**src/rtl/uart_cmd_pkg.sv**
```systemverilog
`default_nettype none
// ============================================================================
// Module   : uart_cmd_pkg
// Purpose  : Shared types and constants for the UART ASCII command decoder:
//            parser state encoding, latched command codes, ASCII byte
//            constants, time range limits and a case-folding helper.
// Revision : 1.0 - initial release
// ============================================================================
package uart_cmd_pkg;

    typedef enum logic [2:0] {
        ST_IDLE     = 3'd0,
        ST_WAIT_EOL = 3'd1,
        ST_TIME_DIG = 3'd2,
        ST_TIME_EOL = 3'd3,
        ST_FLUSH    = 3'd4
    } state_e;

    typedef enum logic [1:0] {
        CMD_NONE  = 2'd0,
        CMD_SEND  = 2'd1,
        CMD_RUN   = 2'd2,
        CMD_CLEAR = 2'd3
    } cmd_e;

    localparam logic [7:0] c_ASCII_LF      = 8'h0A;
    localparam logic [7:0] c_ASCII_CR      = 8'h0D;
    localparam logic [7:0] c_ASCII_ZERO    = 8'h30;
    localparam logic [7:0] c_ASCII_NINE    = 8'h39;
    localparam logic [7:0] c_ASCII_S       = 8'h53;
    localparam logic [7:0] c_ASCII_R       = 8'h52;
    localparam logic [7:0] c_ASCII_C       = 8'h43;
    localparam logic [7:0] c_ASCII_T       = 8'h54;
    localparam logic [7:0] c_ASCII_LOWER_A = 8'h61;
    localparam logic [7:0] c_ASCII_LOWER_Z = 8'h7A;
    localparam logic [7:0] c_LOWER_OFFSET  = 8'h20;

    localparam logic [6:0] c_MAX_HOUR      = 7'd23;
    localparam logic [6:0] c_MAX_MIN_SEC   = 7'd59;

    // Folds 'a'..'z' onto 'A'..'Z'; every other byte passes unchanged.
    function automatic logic [7:0] to_upper(input logic [7:0] b);
        if (b >= c_ASCII_LOWER_A && b <= c_ASCII_LOWER_Z)
            return b - c_LOWER_OFFSET;
        return b;
    endfunction

endpackage
`default_nettype wire

```
**src/rtl/uart_cmd_decoder_if.sv**
```systemverilog
`default_nettype none
// ============================================================================
// Module   : uart_cmd_decoder_if
// Purpose  : Groups the receive byte stream and the decoded control outputs
//            of the UART command decoder.
// Ports    : rx_done/rx_data (byte strobe + data), o_send_req, o_run_toggle,
//            o_clear, o_set_time, o_set_hour/min/sec, o_cmd_err, o_busy.
//            master = byte source / output consumer, slave = decoder.
// Revision : 1.0 - initial release
// ============================================================================
interface uart_cmd_decoder_if;
    logic       rx_done;
    logic [7:0] rx_data;
    logic       o_send_req;
    logic       o_run_toggle;
    logic       o_clear;
    logic       o_set_time;
    logic [5:0] o_set_hour;
    logic [5:0] o_set_min;
    logic [5:0] o_set_sec;
    logic       o_cmd_err;
    logic       o_busy;

    modport master (
        output rx_done, rx_data,
        input  o_send_req, o_run_toggle, o_clear, o_set_time,
               o_set_hour, o_set_min, o_set_sec, o_cmd_err, o_busy
    );

    modport slave (
        input  rx_done, rx_data,
        output o_send_req, o_run_toggle, o_clear, o_set_time,
               o_set_hour, o_set_min, o_set_sec, o_cmd_err, o_busy
    );
endinterface
`default_nettype wire

```
**src/rtl/bcd_pair_to_bin.sv**
```systemverilog
`default_nettype none
// ============================================================================
// Module   : bcd_pair_to_bin
// Purpose  : Converts a two-digit decimal pair to binary and flags whether
//            the result does not exceed a supplied maximum.
// Ports    : i_tens, i_ones (4-bit digits), i_max (7-bit limit),
//            o_value (7-bit tens*10+ones), o_in_range (o_value <= i_max).
// Revision : 1.0 - initial release
// ============================================================================
module bcd_pair_to_bin (
    input  wire logic [3:0] i_tens,
    input  wire logic [3:0] i_ones,
    input  wire logic [6:0] i_max,
    output logic      [6:0] o_value,
    output logic            o_in_range
);
    // Digits are 0..9 so the result never exceeds 99 and fits in 7 bits.
    assign o_value    = (7'(i_tens) * 7'd10) + 7'(i_ones);
    assign o_in_range = (o_value <= i_max);
endmodule
`default_nettype wire

```
**src/rtl/uart_cmd_decoder.sv**
```systemverilog
`default_nettype none
// ============================================================================
// Module   : uart_cmd_decoder
// Purpose  : Line-based ASCII command parser on the UART receive stream.
//            S/R/C + LF pulse send/run/clear; THHMMSS + LF loads a validated
//            time. Malformed lines pulse o_cmd_err and are flushed to LF.
// Ports    : clk, reset (async, active-high), bus (uart_cmd_decoder_if.slave).
// Options  : CMD_TIMEOUT_EN - abort a stalled command after TIMEOUT_CYC idle
//            cycles (TIMEOUT_CYC unused otherwise).
// Revision : 1.0 - initial release
// ============================================================================
module uart_cmd_decoder
    import uart_cmd_pkg::*;
#(
    parameter int TIMEOUT_CYC = 1_000_000
) (
    input wire logic          clk,
    input wire logic          reset,
    uart_cmd_decoder_if.slave bus
);
    state_e          r_state, w_state_nxt;
    cmd_e            r_cmd, w_cmd_nxt;
    logic [5:0][3:0] r_dig, w_dig_nxt;
    logic [2:0]      r_cnt, w_cnt_nxt;
    logic            r_send, w_send_nxt;
    logic            r_run, w_run_nxt;
    logic            r_clr, w_clr_nxt;
    logic            r_set, w_set_nxt;
    logic            r_err, w_err_nxt;
    logic            r_busy;
    logic [5:0]      r_hour, w_hour_nxt;
    logic [5:0]      r_min, w_min_nxt;
    logic [5:0]      r_sec, w_sec_nxt;

    logic [7:0]      w_byte;
    logic            w_is_digit;
    logic            w_is_lf;
    logic            w_timeout;
    logic [6:0]      w_hour_val, w_min_val, w_sec_val;
    logic            w_hour_ok, w_min_ok, w_sec_ok;

    assign w_byte     = to_upper(bus.rx_data);
    assign w_is_digit = (w_byte >= c_ASCII_ZERO) && (w_byte <= c_ASCII_NINE);
    assign w_is_lf    = (w_byte == c_ASCII_LF);

    bcd_pair_to_bin u_hour (.i_tens(r_dig[0]), .i_ones(r_dig[1]), .i_max(c_MAX_HOUR),
                            .o_value(w_hour_val), .o_in_range(w_hour_ok));
    bcd_pair_to_bin u_min  (.i_tens(r_dig[2]), .i_ones(r_dig[3]), .i_max(c_MAX_MIN_SEC),
                            .o_value(w_min_val), .o_in_range(w_min_ok));
    bcd_pair_to_bin u_sec  (.i_tens(r_dig[4]), .i_ones(r_dig[5]), .i_max(c_MAX_MIN_SEC),
                            .o_value(w_sec_val), .o_in_range(w_sec_ok));

`ifdef CMD_TIMEOUT_EN
    logic [31:0] r_to_cnt;

    // A byte arriving in the expiry cycle wins over the timeout.
    assign w_timeout = (r_state != ST_IDLE) && !bus.rx_done &&
                       (r_to_cnt == 32'(TIMEOUT_CYC - 1));

    always_ff @(posedge clk or posedge reset) begin
        if (reset)
            r_to_cnt <= '0;
        else if (bus.rx_done || r_state == ST_IDLE)
            r_to_cnt <= '0;
        else
            r_to_cnt <= r_to_cnt + 32'd1;
    end
`else
    logic w_unused_timeout;
    assign w_unused_timeout = ^32'(TIMEOUT_CYC);
    assign w_timeout        = 1'b0;
`endif

    always_comb begin
        w_state_nxt = r_state;
        w_cmd_nxt   = r_cmd;
        w_dig_nxt   = r_dig;
        w_cnt_nxt   = r_cnt;
        w_send_nxt  = 1'b0;
        w_run_nxt   = 1'b0;
        w_clr_nxt   = 1'b0;
        w_set_nxt   = 1'b0;
        w_err_nxt   = 1'b0;
        w_hour_nxt  = r_hour;
        w_min_nxt   = r_min;
        w_sec_nxt   = r_sec;

        if (bus.rx_done && w_byte != c_ASCII_CR) begin
            case (r_state)
                ST_IDLE: begin
                    if (w_byte == c_ASCII_S) begin
                        w_cmd_nxt   = CMD_SEND;
                        w_state_nxt = ST_WAIT_EOL;
                    end else if (w_byte == c_ASCII_R) begin
                        w_cmd_nxt   = CMD_RUN;
                        w_state_nxt = ST_WAIT_EOL;
                    end else if (w_byte == c_ASCII_C) begin
                        w_cmd_nxt   = CMD_CLEAR;
                        w_state_nxt = ST_WAIT_EOL;
                    end else if (w_byte == c_ASCII_T) begin
                        w_cnt_nxt   = 3'd0;
                        w_state_nxt = ST_TIME_DIG;
                    end else if (!w_is_lf) begin
                        w_err_nxt   = 1'b1;
                        w_state_nxt = ST_FLUSH;
                    end
                end
                ST_WAIT_EOL: begin
                    if (w_is_lf) begin
                        w_send_nxt  = (r_cmd == CMD_SEND);
                        w_run_nxt   = (r_cmd == CMD_RUN);
                        w_clr_nxt   = (r_cmd == CMD_CLEAR);
                        w_state_nxt = ST_IDLE;
                    end else begin
                        w_err_nxt   = 1'b1;
                        w_state_nxt = ST_FLUSH;
                    end
                end
                ST_TIME_DIG: begin
                    if (w_is_digit) begin
                        w_dig_nxt[r_cnt] = w_byte[3:0];
                        w_cnt_nxt        = r_cnt + 3'd1;
                        if (r_cnt == 3'd5)
                            w_state_nxt = ST_TIME_EOL;
                    end else if (w_is_lf) begin
                        w_err_nxt   = 1'b1;
                        w_state_nxt = ST_IDLE;
                    end else begin
                        w_err_nxt   = 1'b1;
                        w_state_nxt = ST_FLUSH;
                    end
                end
                ST_TIME_EOL: begin
                    if (w_is_lf) begin
                        if (w_hour_ok && w_min_ok && w_sec_ok) begin
                            w_hour_nxt = w_hour_val[5:0];
                            w_min_nxt  = w_min_val[5:0];
                            w_sec_nxt  = w_sec_val[5:0];
                            w_set_nxt  = 1'b1;
                        end else begin
                            w_err_nxt  = 1'b1;
                        end
                        w_state_nxt = ST_IDLE;
                    end else begin
                        w_err_nxt   = 1'b1;
                        w_state_nxt = ST_FLUSH;
                    end
                end
                ST_FLUSH: begin
                    if (w_is_lf)
                        w_state_nxt = ST_IDLE;
                end
                default: w_state_nxt = ST_IDLE;
            endcase
        end else if (w_timeout) begin
            // An abandoned flush is not a new error; anything else is.
            w_err_nxt   = (r_state != ST_FLUSH);
            w_dig_nxt   = '0;
            w_cnt_nxt   = 3'd0;
            w_state_nxt = ST_IDLE;
        end
    end

    always_ff @(posedge clk or posedge reset) begin
        if (reset) begin
            r_state <= ST_IDLE;
            r_cmd   <= CMD_NONE;
            r_dig   <= '0;
            r_cnt   <= 3'd0;
            r_send  <= 1'b0;
            r_run   <= 1'b0;
            r_clr   <= 1'b0;
            r_set   <= 1'b0;
            r_err   <= 1'b0;
            r_busy  <= 1'b0;
            r_hour  <= 6'd0;
            r_min   <= 6'd0;
            r_sec   <= 6'd0;
        end else begin
            r_state <= w_state_nxt;
            r_cmd   <= w_cmd_nxt;
            r_dig   <= w_dig_nxt;
            r_cnt   <= w_cnt_nxt;
            r_send  <= w_send_nxt;
            r_run   <= w_run_nxt;
            r_clr   <= w_clr_nxt;
            r_set   <= w_set_nxt;
            r_err   <= w_err_nxt;
            r_busy  <= (w_state_nxt != ST_IDLE);
            r_hour  <= w_hour_nxt;
            r_min   <= w_min_nxt;
            r_sec   <= w_sec_nxt;
        end
    end

    assign bus.o_send_req   = r_send;
    assign bus.o_run_toggle = r_run;
    assign bus.o_clear      = r_clr;
    assign bus.o_set_time   = r_set;
    assign bus.o_set_hour   = r_hour;
    assign bus.o_set_min    = r_min;
    assign bus.o_set_sec    = r_sec;
    assign bus.o_cmd_err    = r_err;
    assign bus.o_busy       = r_busy;

endmodule
`default_nettype wire

```
**src/flat_wrapper.sv**
```systemverilog
// flat-port wrapper written by rule: the top's interface ports become plain ports
module uart_cmd_decoder_flat import uart_cmd_pkg::*;
#(
    parameter int TIMEOUT_CYC = 1_000_000
)
  (clk, reset, bus_rx_done, bus_rx_data, bus_o_send_req, bus_o_run_toggle, bus_o_clear, bus_o_set_time, bus_o_set_hour, bus_o_set_min, bus_o_set_sec, bus_o_cmd_err, bus_o_busy);
  uart_cmd_decoder_if bus_i ();
  input wire logic clk;
  input wire logic reset;
  input wire logic [$bits(bus_i.rx_done)-1:0] bus_rx_done;
  input wire logic [$bits(bus_i.rx_data)-1:0] bus_rx_data;
  output wire logic [$bits(bus_i.o_send_req)-1:0] bus_o_send_req;
  output wire logic [$bits(bus_i.o_run_toggle)-1:0] bus_o_run_toggle;
  output wire logic [$bits(bus_i.o_clear)-1:0] bus_o_clear;
  output wire logic [$bits(bus_i.o_set_time)-1:0] bus_o_set_time;
  output wire logic [$bits(bus_i.o_set_hour)-1:0] bus_o_set_hour;
  output wire logic [$bits(bus_i.o_set_min)-1:0] bus_o_set_min;
  output wire logic [$bits(bus_i.o_set_sec)-1:0] bus_o_set_sec;
  output wire logic [$bits(bus_i.o_cmd_err)-1:0] bus_o_cmd_err;
  output wire logic [$bits(bus_i.o_busy)-1:0] bus_o_busy;
  assign bus_i.rx_done = bus_rx_done;
  assign bus_i.rx_data = bus_rx_data;
  assign bus_o_send_req = bus_i.o_send_req;
  assign bus_o_run_toggle = bus_i.o_run_toggle;
  assign bus_o_clear = bus_i.o_clear;
  assign bus_o_set_time = bus_i.o_set_time;
  assign bus_o_set_hour = bus_i.o_set_hour;
  assign bus_o_set_min = bus_i.o_set_min;
  assign bus_o_set_sec = bus_i.o_set_sec;
  assign bus_o_cmd_err = bus_i.o_cmd_err;
  assign bus_o_busy = bus_i.o_busy;
  uart_cmd_decoder #(.TIMEOUT_CYC(TIMEOUT_CYC)) u_core (.clk(clk), .reset(reset), .bus(bus_i));
endmodule
```
**config.mk**
```make
export PLATFORM = sky130hd
export DESIGN_NAME = uart_cmd_decoder_flat
export DESIGN_NICKNAME = d
export VERILOG_FILES = /design/src/rtl/uart_cmd_pkg.sv /design/src/rtl/uart_cmd_decoder_if.sv /design/src/rtl/bcd_pair_to_bin.sv /design/src/rtl/uart_cmd_decoder.sv /design/src/flat_wrapper.sv
export SDC_FILE = /design/constraint.sdc
export NUM_CORES = 1
export LEC_CHECK = 0
export BUFFER_PORTS_ARGS = -buffer_cell sky130_fd_sc_hd__buf_2
export CAP_MARGIN = 5
export CORE_ASPECT_RATIO = 1.1
export CORE_MARGIN = 2
export CORE_UTILIZATION = 49
export CTS_BUF_LIST = sky130_fd_sc_hd__clkbuf_2
export DETAILED_ROUTE_END_ITERATION = 10
export GPL_TIMING_DRIVEN = 0
export PLACE_DENSITY = 0.71
export SLEW_MARGIN = 0
export SYNTH_ARGS = -nofsm -noshare
export SYNTH_HDL_FRONTEND = slang
export SYNTH_SLANG_ARGS = --single-unit
```
**constraint.sdc**
```tcl
create_clock -name clk -period 3.5 [get_ports clk]
set_input_delay 0.175 -clock clk [delete_from_list [all_inputs] [get_ports clk]]
set_output_delay 0.175 -clock clk [all_outputs]
set_load 0.03 [all_outputs]
```
### After elaboration in Yosys (flattened, before gate mapping)

Cells that the tools add are included.

* register bits after elaboration: 56
* output and inout bits: 24
* word-level logic and storage cells: 118

* $add $sub $neg: 5
* multiply operators: 3
* $lt $le $gt $ge: 9
* equal/unequal tests: 19
* muxes and demuxes: 49
* reduce and logical (&&, ||, !) cells: 15

Operators by type and width (number)
* $mux 3: 15
* $eq 8x7->1 const B: 4
* $bwmux 24: 1
* $mux 1: 23
* $add 7x4->7: 3
* $mul 4x3->6 const B: 3
* $mux 8: 2
* $le 7x6->1 const B: 2
* $demux 4 s3: 1
* $pmux 3 s4: 1
* $eq 8x4->1 const B: 1
* $ge 8x6->1 const B: 1
* $ge 8x7->1 const B: 1
* $le 8x6->1 const B: 1
* $le 8x7->1 const B: 1
* $ne 8x4->1 const B: 1
* $sub 8x6->8 const B: 1
* $le 7x5->1 const B: 1
* $reduce_and 7->1: 1
* $eq 3x2->1 const B: 2
* $eq 3x3->1 const B: 2
* $logic_and 1x1->1: 6
* $mux 2: 3
* $ne 2x2->1 const B: 3
* 16 further kinds: 20

### Logic depth before layout (Yosys ltp)

Gate-level depths: netlist of run 1.

* depth after elaboration: 13
* gate-level depth with buffers: 12
* gate-level depth less buffers: 10

### Hierarchy

Synthesis of run 1 repeated with hierarchy kept, for this count alone.

* cells, all modules: 365
* area, all modules: 3834.9 um^2

Modules (own cells, without submodules)
* uart_cmd_decoder: instances 1, cells an instance 206, area an instance 2596.2 um^2, seq. area each 1401.3 um^2
* bcd_pair_to_bin (u_core.u_hour ...): instances 2, cells an instance 53, area an instance 411.6 um^2, seq. area each 0.0 um^2
* bcd_pair_to_bin (u_core.u_sec): instances 1, cells an instance 53, area an instance 415.4 um^2, seq. area each 0.0 um^2

### Worst setup path before layout of run 1

OpenSTA, ideal clock, no wires.

* path type: reg2reg
* start: register u_core.r_dig[1] (netlist bit)
* end: register u_core.r_hour[3], in the netlist u_core.bus.o_set_hour[3]
* arrival: 3.336 ns
* data required time: 3.375 ns
* slack: 0.039 ns
* cell stages (with the launch flop): 13
* buffers on the path: 2
* period minus slack after synthesis: 3.461 ns
* path through: dfrtp_1 -> ha_1 -> ha_1 -> inv_1 -> fa_1 -> xnor2_1 -> nor3_1 -> a221oi_2 -> or4_1 -> or4b_1 -> buf_6 -> buf_12 -> mux2_4

* cells in the longest elaborated chain, start to end: 6

Ends and longest elaborated chain
* from (decl): RTL line uart_cmd_decoder.sv:23 `logic [5:0][3:0] r_dig, w_dig_nxt;`
* from (signal assigned): RTL line uart_cmd_decoder.sv:182 `r_dig <= w_dig_nxt;`
* $mul 4x3->6 *: RTL line bcd_pair_to_bin.sv:18 `assign o_value = (7'(i_tens) * 7'd10) + 7'(i_ones);`
* $add 7x4->7 *: RTL line bcd_pair_to_bin.sv:18
* $le 7x5->1: RTL line bcd_pair_to_bin.sv:19 `assign o_in_range = (o_value <= i_max);`
* $logic_and 1x1->1 (2 in series): RTL line uart_cmd_decoder.sv:135 `if (w_hour_ok && w_min_ok && w_sec_ok) begin`
* $reduce_and 4->1 (no source line)
* to (signal assigned): RTL line uart_cmd_decoder.sv:190 `r_hour <= w_hour_nxt;`
* to (decl): RTL line uart_cmd_decoder.sv:31 `logic [5:0] r_hour, w_hour_nxt;`

Every way passes the cells marked *; elsewhere a longest branch is shown, timed or not.
A chain may end at the register's enable or synchronous reset.

### Final worst setup path of run 1

* start: register u_core.r_dig[1] (netlist bit)
* end: register u_core.r_sec[5], in the netlist u_core.bus.o_set_sec[5]

* cells in the longest elaborated chain, start to end: 6

Ends and longest elaborated chain
* $mul 4x3->6: RTL line bcd_pair_to_bin.sv:18
* $add 7x4->7: RTL line bcd_pair_to_bin.sv:18
* $le 7x5->1: RTL line bcd_pair_to_bin.sv:19
* $logic_and 1x1->1 (2 in series): RTL line uart_cmd_decoder.sv:135
* $reduce_and 4->1 (no source line)
* to (signal assigned): RTL line uart_cmd_decoder.sv:192 `r_sec <= w_sec_nxt;`
* to (decl): RTL line uart_cmd_decoder.sv:33 `logic [5:0] r_sec, w_sec_nxt;`

Every way passes these cells.

==> metrics.yaml, run 1 <==
synthesis:
  synth_seq_area_share_pct: 41.5
  yosys_warnings: 0
  postSynthNetCount: 349
  synth_area_per_cell_um2: 10.9
  synth.distinct_cells: 50
  mappedNetlistArea_um2: 3380
  synthArstFlopShare_pct: 100
  synth-edff-count: 0
  synth_cells: 310
  ys_ff_latch: 56
  ys_dominant_reg_cell: "sky130_fd_sc_hd__dfrtp_1"
timing:
  min_period_over_period_pct: 98.6
  timing.final.max_slew_violations: 0
  finalClockSkew_ns: 0.0186
  period_minus_slack_ns: 3.45
  setup_viol: 0
  fmaxAchievable_ghz: 0.290
  max_slew_headroom_pct: 62.2
  grt_setup_unrepaired: "yes"
  post-route-worst-setup-slack_ns: 0.0506
  timing_hold_violations_final: 0
  worst_slew_pin_slew_ns: 0.561
route:
  detailedRoute.firstIterationViolations: 98
  num_vias: 2472
  postRouteAntennaNets: 0
  detail_route.drc_violations: 0
  drtPass1Iterations: 4
  wl_um: 6940
  number_of_vias_per_cell: 5.56
  routedWlPerCell_um: 15.6
finish:
  final_cell_mix: "sky130_fd_sc_hd__dfrtp_1 (56), sky130_fd_sc_hd__buf_2 (34), sky130_fd_sc_hd__mux2_2 (33)"
  final_net_count: 401
  mostFrequentLayoutCell: "sky130_fd_sc_hd__dfrtp_1"
  fillerInstances: 573
  diodes: 0
  areaGrowthSynthToFinish_pct: 13.4
  post_layout_nonfiller_instances: 445
  drive_gt1_share_pct: 29.8
placement:
  finalWeightedCongestion: 0.896
  detailedPlace.worstSlack_ns: -0.212
  place.detailed.hpwl_um: 5050
  portBuffers: 34
  placed_cells_incl_taps: 427
power:
  total_leakage_power_nw: 1.94
  swShare_pct: 26.8
  power.sequential.fraction_pct: 66.1
  pd_cells_nw_per_um2: 263
  power_switching_w: 0.000270
  intPower_w: 0.000736
  share_clk_of_total_power_pct: 24.2
  vdd_ir_drop_max_mv: 0.136
  pwr-share-comb_pct: 9.7
cts:
  cts_sinks: 56
  htree_levels: 2
  clock_buffers_created_by_tritoncts: 5
  tritoncts: "done"
  clock_tree.buffer_depth: 2
  clock_latency_late_sink_ns: 0.44
  clockRootBuffer: "sky130_fd_sc_hd__clkbuf_2"
  clkSlewWorstSetupHoldPaths_ns: 0.27
grt:
  grt_remaining_overflow: 0
  first_global_vias: 2510
  grt_pass1_wl_um: 11700
  grt_max_degree: 45
  grt_antenna_before_repair: 0
  grt_util_all_layers_pct: 19.0
die:
  fp.dieArea_um2: 7570
  die_w_um: 83.1
  core_region_area_um2: 6630
  chipHeight_um: 91.1
  core.rowCount: 31
  initial_core_util_pct: 50.9
  pin_count: 35
worst_setup_path:
  critical_path_type: "flip-flop to flip-flop"
  worst_setup_path_start_kind: "flip-flop"
  timing.reg2reg.setup_slack_ns: 0.05
  required_ns: 3.87
  critPathCaptureType: "flip-flop"
  crit_fanout: 5
  timing.critical_path.arrival_ns: 3.82
status:
  outcome: "complete, no violations"
worst_hold_path:
  holdCritPathClass: "input port to flip-flop"
job:
  cap_violations: 0
[metrics by stage]
stage	total power [W]	setup TNS [ns]	instance area (um2)	hold WS, ns	util, %
2_1_floorplan	0.000735	0	3380	0.366	-
3_3_place_gp	0.000767	-0.838	3650	0.423	55.0
3_5_place_dp	0.000772	-1.69	3670	0.151	55.3
4_1_cts	0.00102	0	3810	0.0584	57.4
5_1_grt	0.00106	-0.234	3830	0.0566	57.7
6_report	0.00101	0	3830	0.0946	57.7
[state kept, by name (all words and copies together), names as in the netlist]
signal and count:
u_core.r_dig 24, u_core.bus.o_set_hour 6, u_core.bus.o_set_min 6, u_core.bus.o_set_sec 6, u_core.r_cnt 3, u_core.r_state 3
u_core.r_cmd 2, u_core.bus.o_busy 1, u_core.bus.o_clear 1, u_core.bus.o_cmd_err 1, u_core.bus.o_run_toggle 1, u_core.bus.o_send_req 1
u_core.bus.o_set_time 1
[path summary, 6_finish.rpt]
check                           startpoint                 endpoint  depth (start not counted)
min                         bus_rx_data[4]          u_core.r_cmd[1]                          3
max reg2reg                u_core.r_dig[1]  u_core.bus.o_set_sec[5]                         11
min reg2reg                u_core.r_cmd[0]  u_core.bus.o_run_toggle                          1
max in group asynchronous            reset    u_core.bus.o_send_req                          4
max                        u_core.r_dig[1]  u_core.bus.o_set_sec[5]                         11
min in group asynchronous            reset  u_core.bus.o_set_min[0]                          3
[Yosys cell counts (2+ instances only)]
library cell,n,area share [%]
sky130_fd_sc_hd__nand2b_1,6,1.1
sky130_fd_sc_hd__xnor2_1,7,1.8
sky130_fd_sc_hd__nor2b_1,6,1.1
sky130_fd_sc_hd__nand3b_1,2,0.44
sky130_fd_sc_hd__mux2_2,33,11
sky130_fd_sc_hd__o31ai_1,2,0.44
sky130_fd_sc_hd__nand4b_1,3,0.78
sky130_fd_sc_hd__nand3_1,9,1.3
sky130_fd_sc_hd__inv_1,25,2.8
sky130_fd_sc_hd__nor2_1,20,2.2
sky130_fd_sc_hd__xor2_1,7,1.8
sky130_fd_sc_hd__a21o_1,4,0.89
sky130_fd_sc_hd__dfrtp_1,56,42
sky130_fd_sc_hd__o211ai_1,3,0.67
sky130_fd_sc_hd__nor3_1,11,1.6
sky130_fd_sc_hd__nor4_1,4,0.74
sky130_fd_sc_hd__clkbuf_1,5,0.56
sky130_fd_sc_hd__nand4_1,3,0.56
sky130_fd_sc_hd__or4_1,2,0.44
sky130_fd_sc_hd__o21ai_0,10,1.5
sky130_fd_sc_hd__o22ai_1,3,0.56
sky130_fd_sc_hd__a211oi_1,3,0.67
sky130_fd_sc_hd__fa_1,6,3.6
sky130_fd_sc_hd__mux2i_1,4,1.2
sky130_fd_sc_hd__ha_1,22,8.2
sky130_fd_sc_hd__mux2_4,6,2.7
sky130_fd_sc_hd__nand2_1,17,1.9
sky130_fd_sc_hd__a21oi_1,6,0.89
sky130_fd_sc_hd__a211o_1,4,1.0
[critical path, stage by stage (launching register included)]
cell and delay, ns:
sky130_fd_sc_hd__dfrtp_1 0.47, sky130_fd_sc_hd__ha_1 0.31, sky130_fd_sc_hd__ha_2 0.19, sky130_fd_sc_hd__inv_2 0.05
sky130_fd_sc_hd__fa_2 0.47, sky130_fd_sc_hd__buf_4 0.17, sky130_fd_sc_hd__o22ai_2 0.15, sky130_fd_sc_hd__a221oi_2 0.10
sky130_fd_sc_hd__or4_1 0.41, sky130_fd_sc_hd__or4b_4 0.59, sky130_fd_sc_hd__buf_12 0.18, sky130_fd_sc_hd__mux2_4 0.29
[what timing repair did]
action / CTS / global route
endpoints found under the hold margin: 56 / 0
pin swaps: 4 / 6
gates cloned: 1 / 0
setup endpoints to repair: 18 / 14
hold buffers: 1 / 0
resized for setup: 7 / 3
buffers inserted: 7 / 2
[routing by layer]
layer,track usage [%],wire (um),up-vias
li1,-,-,1204
met4,6.69,127,0
met3,4.18,280,12
met1,23.5,3080,1192
met5,0,0,-
met2,32.9,3460,64
[final cells by class]
cell class / count / area, um2 / share of cell area, %
clock inverters: 3 / 13.8 / 0.359
clock buffers: 5 / 25.0 / 0.654
plain buffers: 7 / 43.8 / 1.14
flip-flops and latches: 56 / 1400 / 36.6
multi-input cells: 221 / 1850 / 48.4
repair buffers: 46 / 295 / 7.71
inverters: 25 / 93.8 / 2.45
well taps: 82 / 103 / 2.68
[logic make-up (layout without fill, tap and decap cells)]
kind of cell | after synthesis | count (layout) | share of synthesized area (%)
multiplexers | 43 | 43 | 14.9
flip-flops | 56 | 56 | 41.5
AO/OA/AOI/OAI | 43 | 43 | 9.04
AND/OR/NAND/NOR | 92 | 92 | 14.5
adder cells (fa/ha/maj) | 29 | 29 | 12.0
buffers and inverters | 33 | 86 | 4.41
XOR/XNOR | 14 | 14 | 3.63
[power groups by stage]
stage          Clock (W)  Sequential [W]  Combinational (W)
2_1_floorplan          0        0.000679          0.0000564
3_3_place_gp           0        0.000675          0.0000921
3_5_place_dp           0        0.000675          0.0000969
4_1_cts         0.000254        0.000664          0.0000989
5_1_grt         0.000280        0.000666           0.000110
6_report        0.000243        0.000664          0.0000980
Note: power is estimated with default switching activity, not from simulation.
==> run 2, diff against run 1 <==
CORE_UTILIZATION = 56   (was 49)
PLACE_DENSITY = 0.77   (was 0.71)
SYNTH_HIERARCHICAL = 1   (was unset)
==> metrics.yaml, run 2 <==
finish:
  finish.utilization_pct: 68.4  # +11 points
  drive_gt1_share_pct: 28.2  # -1.5 points
  areaGrowthSynthToFinish_pct: 17.6
  max_reg_flops: 24  # unchanged
  diodes: 0  # unchanged
  regMostFlops: "u_core/r_dig"
  mostFrequentLayoutCell: "sky130_fd_sc_hd__dfrtp_1"
  final_net_count: 501  # +25%
  final_cell_mix: "sky130_fd_sc_hd__dfrtp_1 (56), sky130_fd_sc_hd__inv_1 (52), sky130_fd_sc_hd__ha_1 (38)"
  fillerInstances: 518  # -9.6%
  layout.cell_area.non_filler_um2: 4510  # +18%
synthesis:
  synth_top_area_cell: "sky130_fd_sc_hd__dfrtp_1"
  synth_common_cells: "sky130_fd_sc_hd__dfrtp_1 (56), sky130_fd_sc_hd__inv_1 (54), sky130_fd_sc_hd__ha_1 (42), sky130_fd_sc_hd__mux2_2 (42), sky130_fd_sc_hd__a21oi_1 (20)"
  netlist_top_cells_area: "sky130_fd_sc_hd__dfrtp_1 (37%), sky130_fd_sc_hd__ha_1 (14%), sky130_fd_sc_hd__mux2_2 (12%)"
  synth_seq_area_share_pct: 36.5  # -5.0 points
  synth_area_per_cell_um2: 10.5  # -3.5%
  synth_cells: 365  # +18%
  yosys_warnings: 6  # +6
  yosys.cell_count.top_type: "sky130_fd_sc_hd__dfrtp_1"
  synth-edff-count: 0  # unchanged
  mappedNetlistArea_um2: 3830  # +14%
  ys_dominant_reg_cell: "sky130_fd_sc_hd__dfrtp_1"
  synth.distinct_cells: 59  # +18%
  ys_ff_latch: 56  # unchanged
  yosysTopAreaCellShare_pct: 36.5  # -5.0 points
  synthArstFlopShare_pct: 100  # unchanged
route:
  routedWlPerCell_um: 15.3  # -1.8%
  postRouteAntennaNets: 0  # unchanged
  detail_route.drc_violations: 0  # unchanged
  wl_um: 8040  # +16%
  num_vias: 2918  # +18%
  detailedRoute.firstIterationViolations: 114  # +16%
  routed.top_layer: "met4"
  drtPass1Iterations: 4  # unchanged
  met3RoutedLength_um: 229  # -18%
  drt-met1-wl_um: 3430  # +11%
  number_of_vias_per_cell: 5.56  # about the same
  met2RoutedLength_um: 4220  # +22%
cts:
  clockRootBuffer: "sky130_fd_sc_hd__clkbuf_2"
  tritoncts: "done"
  clock_buffers_created_by_tritoncts: 5  # unchanged
  clock_tree.buffer_depth: 2  # unchanged
  cts_sinks: 56  # unchanged
  clkSlewWorstSetupHoldPaths_ns: 0.27  # about the same
  htree_levels: 2  # unchanged
  clock_latency_late_sink_ns: 0.45  # about the same
power:
  total_leakage_power_nw: 2.29  # +18%
  vdd_ir_drop_max_mv: 0.171  # +26%
  intPower_w: 0.000759  # +3.1%
  share_clk_of_total_power_pct: 23.2  # -1.0 points
  pd_cells_nw_per_um2: 235  # -11%
  power_switching_w: 0.000300  # +11%
  swShare_pct: 28.4  # +1.5 points
  power.sequential.fraction_pct: 63.4  # -2.7 points
  pwr-share-comb_pct: 13.4  # +3.7 points
worst_hold_path:
  holdCritPathClass: "input port to flip-flop"
grt:
  first_global_vias: 2877  # +15%
  grt_util_all_layers_pct: 21.6  # +2.5 points
  grt_max_degree: 38  # -16%
  grt_antenna_before_repair: 0  # unchanged
  grt_pass1_wl_um: 13100  # +12%
  grt_remaining_overflow: 0  # unchanged
timing:
  timing_hold_violations_final: 0  # unchanged
  worst_slew_pin_slew_ns: 0.873  # +0.312 ns
  period_minus_slack_ns: 3.83  # +0.386 ns
  finalClockSkew_ns: 0.0141  # -0.00447 ns
  timing.final.max_slew_violations: 0  # unchanged
  max_slew_headroom_pct: 41.2  # -21 points
  totalNegativeSetupSlack_ns: -5.76  # -5.76 ns
  finalHoldWorstSlack_ns: 0.0862  # -0.00838 ns
  grt_setup_unrepaired: "yes"
  fmaxAchievable_ghz: 0.261  # -10%
  setup_viol: 19  # +19
  min_period_over_period_pct: 110  # +11 points
  post-route-worst-setup-slack_ns: -0.335  # -0.386 ns
die:
  core_region_area_um2: 6590  # -0.58%
  die_w_um: 82.9  # -0.29%
  core.rowCount: 31  # unchanged
  pin_count: 35  # unchanged
  fp.dieArea_um2: 7530  # -0.57%
  chipHeight_um: 90.8  # -0.29%
  initial_core_util_pct: 58.2  # +7.3 points
placement:
  finalWeightedCongestion: 0.823  # -8.2%
  place.detailed.hpwl_um: 5760  # +14%
  portBuffers: 34  # unchanged
  dp_area_um2: 4210  # +15%
worst_setup_path:
  required_ns: 3.87  # about the same
  timing.critical_path.arrival_ns: 4.20  # +0.38 ns
  crit_fanout: 5  # unchanged
  critPathCaptureType: "flip-flop"
  critical_path_type: "flip-flop to flip-flop"
  worst_setup_path_start_kind: "flip-flop"
status:
  outcome: "complete, but fails checks"
  violations: "negative setup slack"
job:
  cap_violations: 0  # unchanged
[run 2: cell count changes in the layout (fill, tap and decap cells not counted), sizes merged, moves of 8 or more]
cell / change
ha: +20
nand3b: +9
nor3: -8
buf: +8
inv: +29
conb: +21
nor2: -11
a21oi: +14
[run 2: final timing paths]
kind                            slack (ns)                      end            start  depth (start not counted)
worst min-delay path                  0.09        u_core/r_state[2]      bus_rx_done                          3
min in group asynchronous             0.23         u_core/r_dig[13]            reset                          3
worst max register to register       -0.33  u_core/bus.o_set_min[0]  u_core/r_dig[0]                         16
max in group asynchronous             2.71        u_core/r_state[0]            reset                          4
worst max-delay path                 -0.33  u_core/bus.o_set_min[0]  u_core/r_dig[0]                         16
worst min register to register        0.47  u_core/bus.o_run_toggle  u_core/r_cmd[0]                          1
[run 2: logic make-up (layout without fill, tap and decap cells)]
family	Yosys count	in the layout	synth area share [%]
AND/OR/NAND/NOR	81	81	13.6
multiplexers	43	43	12.6
AO/OA/AOI/OAI	55	55	9.01
buffers and inverters	65	124	7.80
other	2	21	0.196
adder cells (fa/ha/maj)	48	48	16.8
flip-flops	56	56	36.5
XOR/XNOR	15	15	3.43
[run 2: power groups by stage]
| stage | Clock, W | Combinational (W) | Sequential, W |
|---|---|---|---|
| floorplan | 0 | 0.0000899 | 0.000686 |
| global placement | 0 | 0.000129 | 0.000681 |
| detailed placement | 0 | 0.000136 | 0.000681 |
| CTS | 0.000262 | 0.000139 | 0.000671 |
| global route | 0.000288 | 0.000161 | 0.000674 |
| finish | 0.000246 | 0.000142 | 0.000672 |
[run 2: what timing repair did]
| action | CTS | global route |
|---|---|---|
| gates resized for setup | 9 | 21 |
| endpoints found under the hold margin | 21 | 0 |
| setup buffers | 10 | 3 |
| hold buffers | 2 | 0 |
| cloned | 1 | 0 |
| endpoints found under the setup margin | 18 | 19 |
| pin swaps | 3 | 10 |
[run 2: worst max-delay path: stages (launching register included)]
cell	delay, ns
sky130_fd_sc_hd__dfrtp_1	0.49
sky130_fd_sc_hd__ha_1	0.25
sky130_fd_sc_hd__ha_4	0.17
sky130_fd_sc_hd__inv_2	0.06
sky130_fd_sc_hd__fa_1	0.47
sky130_fd_sc_hd__nand3b_1	0.20
sky130_fd_sc_hd__o21ai_2	0.15
sky130_fd_sc_hd__xnor2_1	0.15
sky130_fd_sc_hd__ha_1	0.28
sky130_fd_sc_hd__a21oi_1	0.14
sky130_fd_sc_hd__o21ai_1	0.09
sky130_fd_sc_hd__o22ai_2	0.28
sky130_fd_sc_hd__nand4_1	0.21
sky130_fd_sc_hd__nor4_4	0.19
sky130_fd_sc_hd__buf_6	0.18
sky130_fd_sc_hd__buf_8	0.14
sky130_fd_sc_hd__mux2_4	0.31
[run 2: metrics by stage]
stage | power (W) | worst slack [ns] | instances
detailed placement | 0.000817 | -0.946 | 501
global route | 0.00112 | -0.474 | 525
CTS | 0.00107 | -0.429 | 522
global placement | 0.000809 | -0.850 | 500
floorplan | 0.000776 | -0.107 | 384
finish | 0.00106 | -0.335 | 525
[run 2: area by class of cell]
type | instances | area [um2] | area share [%]
Clock inverter | 3 | 13.8 | 0.305
Timing Repair Buffer | 51 | 335 | 7.44
Clock buffer | 5 | 25.0 | 0.555
Multi-Input combinational cell | 263 | 2330 | 51.6
Inverter | 54 | 203 | 4.50
Sequential cell | 56 | 1400 | 31.1
Buffer | 11 | 100 | 2.22
Tap cell | 82 | 103 | 2.28
[run 2: per-layer routing]
| metal | GRT usage, % | up-vias |
|---|---|---|
| met5 | 0 | - |
| met3 | 3.29 | 14 |
| met1 | 26.4 | 1431 |
| li1 | - | 1417 |
| met2 | 38.1 | 56 |
| met4 | 8.33 | 0 |
